==> src/rtl/pause_arbiter.sv <==
// Pause sequencer and work-RAM arbiter between the running core and the high-score engine.
// Build option: define PAUSE_DIM_EN to build the long-user-pause screen-dim counter.
module pause_arbiter #(
  parameter logic [31:0] DIM_CYCLES  = 32'h0ABA9500,
  parameter int unsigned ACK_TIMEOUT = 16,
  parameter int unsigned GUARD       = 4
) (
  input  logic       clk_sys,
  input  logic       reset,
  input  logic       btn_pause,
  input  logic       osd_open,
  input  logic       osd_pause_en,
  input  logic       hs_req,
  input  logic       halt_ack,
  output logic       pause,
  output logic       hs_grant,
  output logic       dim_video,
  output logic       user_paused,
  output logic [2:0] state
);

  typedef enum logic [2:0] {
    S_RUN     = 3'd0,
    S_DRAIN   = 3'd1,
    S_HALT    = 3'd2,
    S_HS      = 3'd3,
    S_RELEASE = 3'd4
  } state_t;

  state_t     state_q, state_d;
  logic [7:0] tmo;
  logic [3:0] gcnt;
  logic       btn_prev;
  logic       pause_src;

  assign pause_src = user_paused | (osd_open & osd_pause_en) | hs_req;

  always_ff @(posedge clk_sys) begin
    if (reset) begin
      btn_prev    <= 1'b1;
      user_paused <= 1'b0;
    end else begin
      btn_prev <= btn_pause;
      if (btn_pause & ~btn_prev)
        user_paused <= ~user_paused;
    end
  end

  always_comb begin
    state_d = state_q;
    case (state_q)
      S_RUN:     if (pause_src) state_d = S_DRAIN;
      S_DRAIN: begin
        if (!pause_src)                          state_d = S_RELEASE;
        else if (halt_ack)                       state_d = S_HALT;
        else if (tmo == 8'(ACK_TIMEOUT - 1))     state_d = S_HALT;
      end
      S_HALT: begin
        if (hs_req)          state_d = S_HS;
        else if (!pause_src) state_d = S_RELEASE;
      end
      S_HS:      if (!hs_req) state_d = S_HALT;
      S_RELEASE: begin
        if (pause_src)                      state_d = S_DRAIN;
        else if (gcnt == 4'(GUARD - 1))     state_d = S_RUN;
      end
      default:   state_d = S_RUN;
    endcase
  end

  // Counters run only in their own state, so they are zero on every entry.
  always_ff @(posedge clk_sys) begin
    if (reset) begin
      state_q <= S_RUN;
      tmo     <= '0;
      gcnt    <= '0;
    end else begin
      state_q <= state_d;
      tmo     <= (state_q == S_DRAIN)   ? tmo + 8'd1  : '0;
      gcnt    <= (state_q == S_RELEASE) ? gcnt + 4'd1 : '0;
    end
  end

  assign pause    = (state_q != S_RUN);
  assign hs_grant = (state_q == S_HS);
  assign state    = state_q;

`ifdef PAUSE_DIM_EN
  logic [31:0] dimcnt;

  always_ff @(posedge clk_sys) begin
    if (reset || !user_paused)
      dimcnt <= '0;
    else if (dimcnt < DIM_CYCLES)
      dimcnt <= dimcnt + 32'd1;
  end

  assign dim_video = (dimcnt >= DIM_CYCLES);
`else
  logic unused_dim_cycles;
  assign unused_dim_cycles = ^DIM_CYCLES;
  assign dim_video         = 1'b0;
`endif

endmodule

==> config.mk <==
export PLATFORM = sky130hd
export DESIGN_NAME = pause_arbiter
export DESIGN_NICKNAME = d
export VERILOG_FILES = /design/src/rtl/pause_arbiter.sv
export SDC_FILE = /design/constraint.sdc
export NUM_CORES = 1
export LEC_CHECK = 0
export ABC_AREA = 1
export BUFFER_PORTS_ARGS = -buffer_cell sky130_fd_sc_hd__buf_2
export CORE_UTILIZATION = 57
export DETAILED_ROUTE_END_ITERATION = 6
export PLACE_DENSITY_LB_ADDON = 0.05
export SYNTH_ARGS = -nofsm -noshare
export SYNTH_HDL_FRONTEND = slang
export SYNTH_SLANG_ARGS = --single-unit
==> constraint.sdc <==
create_clock -name clk_sys -period 2.9 [get_ports clk_sys]
set_input_delay 0.29 -clock clk_sys [delete_from_list [all_inputs] [get_ports clk_sys]]
set_output_delay 0.29 -clock clk_sys [all_outputs]
set_load 0.05 [all_outputs]
==> results.cfg <==
[setup_path]
cp_num_buf_inv = 3
critPathArrivalTime_ns = 1.35
slowest_stage = dfxtp_1
end_kind = primary output
cp_max_fo = 6
rrSetupSlack_ns = 1.54
critPathRequiredTime_ns = 2.61
critical_path_class = flip-flop to primary output
crit_family = flip-flops
worst_setup_path_start_kind = flip-flop
crit_chain = inv_1, nor2_1, nand2_1, inv_1, buf_2
cpPeakStageDelay_ns = 0.45
cp_common_cell = inv_1

[clock_tree]
cts.path.max_buffers = 2
numCtsBuffers = 3
cts_tree = yes
clk_pin_slew_ns = 0.10
cts_setup_buffers = 0
hold_buffers = 0
clk_latency_ns = 0.29
root_buffer = clkbuf_4
post_cts_resized = 0
h-tree-depth = 1
numClockSinks = 17

[synthesis]
synth_area_leaders = dfxtp_1, nor2_1, nand2_1, inv_1, nand3_1
synth_edf_count = 0
yosysTopAreaCell = dfxtp_1
netlist_area_sq_um = 844.6
synth_common_cells = nor2_1, nand2_1, inv_1
ys_seq_area_share_pct = 40.30
synth_seq_cells = 17
synth_top_area_share_pct = 40.30
synth.distinct_cells = 18
synth_warnings = 0
synth_top_flop_cell = dfxtp_1
synthArstFlopShare_pct = 0
syn_area_per_cell_sq_um = 6.598
yosysMostFrequentCell = nor2_1
syn_nets = 137
syn_inst = 128

[finish]
drive_gt1_share_pct = 13.99
multi_input_comb_area_sq_um = 425.4
nNetsFinal = 153
final_util_pct = 70.92
insertedDiodeCount = 0
synthToLayoutAreaGrowth_pct = 12.00
finalNonFillerCells = 158
fill_cells = 116
seq_area_sq_um = 340.3

[sta]
hold_viol = 0
drv_slew = 0
min_period_ns = 1.638
fin_skew_ns = 0.01008
fin_crit_sh_pct = 56.47
fmax_mhz = 610.6
setup_slack_ns = 1.262
setup-tns-final_ns = 0
setup-violations-final = 0
rsz0062_at_grt = false

[placement]
place_ws_ns = 1.559
place.gp.congestion = 0.8709
place_inst = 154
hpwl_um = 1243
io_buffers = 12

[floorplanning]
rows = 13
core_sq_um = 1334
die_h_um = 40.49
dieWidth_um = 40.49
die_area_sq_um = 1639
initial_core_util_pct = 63.32
ioPinCount = 14

[route]
drtIter0Drc = 32
drc = 0
routed_wl_um = 1537
vias = 792
avgViaCountPerCell = 5.013
dr.pass1.iters = 6
wl_per_cell_um = 9.728
drtAntennaViolNets = 0

[power_and_ir_drop]
ir_worst_vdd_v = 0.0004527
p_leak_nw = 0.4538
power_density_nw_per_um2 = 847.4
power.total_w = 0.0008016

[grt]
grt_pass1_vias = 592
grt_max_degree = 12
overflow = 0
grtUsageTotal_pct = 22.29
grt_pass1_wl_um = 2332
antenna_found_initial = 0

[job]
max-cap-violations = 0

[hold_path]
hp-class = input pin to flip-flop

[status]
status = complete, no violations
==> layer usage <==
layer  global-route usage, %  wire length, um  vias up
met2                   33.73              719       23
li1                        -                -      426
met3                   7.222               61        0
met4                   14.17                0        0
met5                       0                0        -
met1                   26.76              756      343
==> worst register-to-register path, delay by kind of cell, from the launching register on <==
family                   cells  cell delay (ns)
adder cells (fa/ha/maj)      1             0.17
AND/OR/NAND/NOR              8             0.76
flip-flops                   1             0.37
==> metrics by stage <==
| stage | cell area, sq um | hold WS, ns |
|---|---|---|
| floorplan | 844.6 | 0.3591 |
| global placement | 915.9 | 0.4299 |
| detailed placement | 915.9 | 0.4439 |
| CTS | 945.9 | 0.1491 |
| global route | 945.9 | 0.1402 |
| finish | 945.9 | 0.1546 |
==> power breakdown <==
group / internal (W) / total, W / switching, W
Combinational: 0.0000963 / 0.000373 / 0.000277
Clock: 0.0000525 / 0.000128 / 0.0000756
Sequential: 0.000262 / 0.000300 / 0.0000382
Total: 0.000411 / 0.000802 / 0.000390
==> cells by family after synthesis <==
logic type | count (synthesis) | share of synthesized area [%]
XOR/XNOR | 2 | 2.074
AND/OR/NAND/NOR | 75 | 38.37
other | 1 | 0.4440
flip-flops | 17 | 40.30
adder cells (fa/ha/maj) | 2 | 2.962
AO/OA/AOI/OAI | 11 | 6.518
buffers and inverters | 20 | 9.334
==> area by class of cell <==
type / instances / area share (%)
multi-input cells: 91 / 44.97
flip-flops and latches: 17 / 35.98
inverters: 19 / 7.540
repair buffers: 12 / 6.349
clock buffers: 3 / 2.381
well taps: 15 / 1.984
clock inverters: 1 / 0.7937
==> final timing paths <==
path,start,endpoint,depth (start not counted)
worst max-delay path,state[1],hs_grant,5
worst min-delay path,reset,user_paused,2
worst max register to register,tmo[0],state[0],9
worst min register to register,tmo[0],tmo[0],1
==> registers in the layout (all words and copies together), names as in the netlist <==
signal / cells
btn_prev: 1
user_paused: 1
state: 3
tmo: 8
gcnt: 4
==> cell usage in the layout (no fill, tap or decap) <==
master and instances:
clkinvlp_4 1, inv_1 19, ha_1 2, or3_1 1, nand2_1 25, conb_1 1, dfxtp_1 17, clkbuf_4 3
xor2_1 1, nor3_2 1, nand4_1 2, o21ai_0 5, nor3b_1 2, nor2_2 1, buf_2 12, or2_2 2
xnor2_1 1, nand3_1 11, nor2_1 30, a21oi_1 6
No activity file was read; power rests on OpenSTA's default activity.
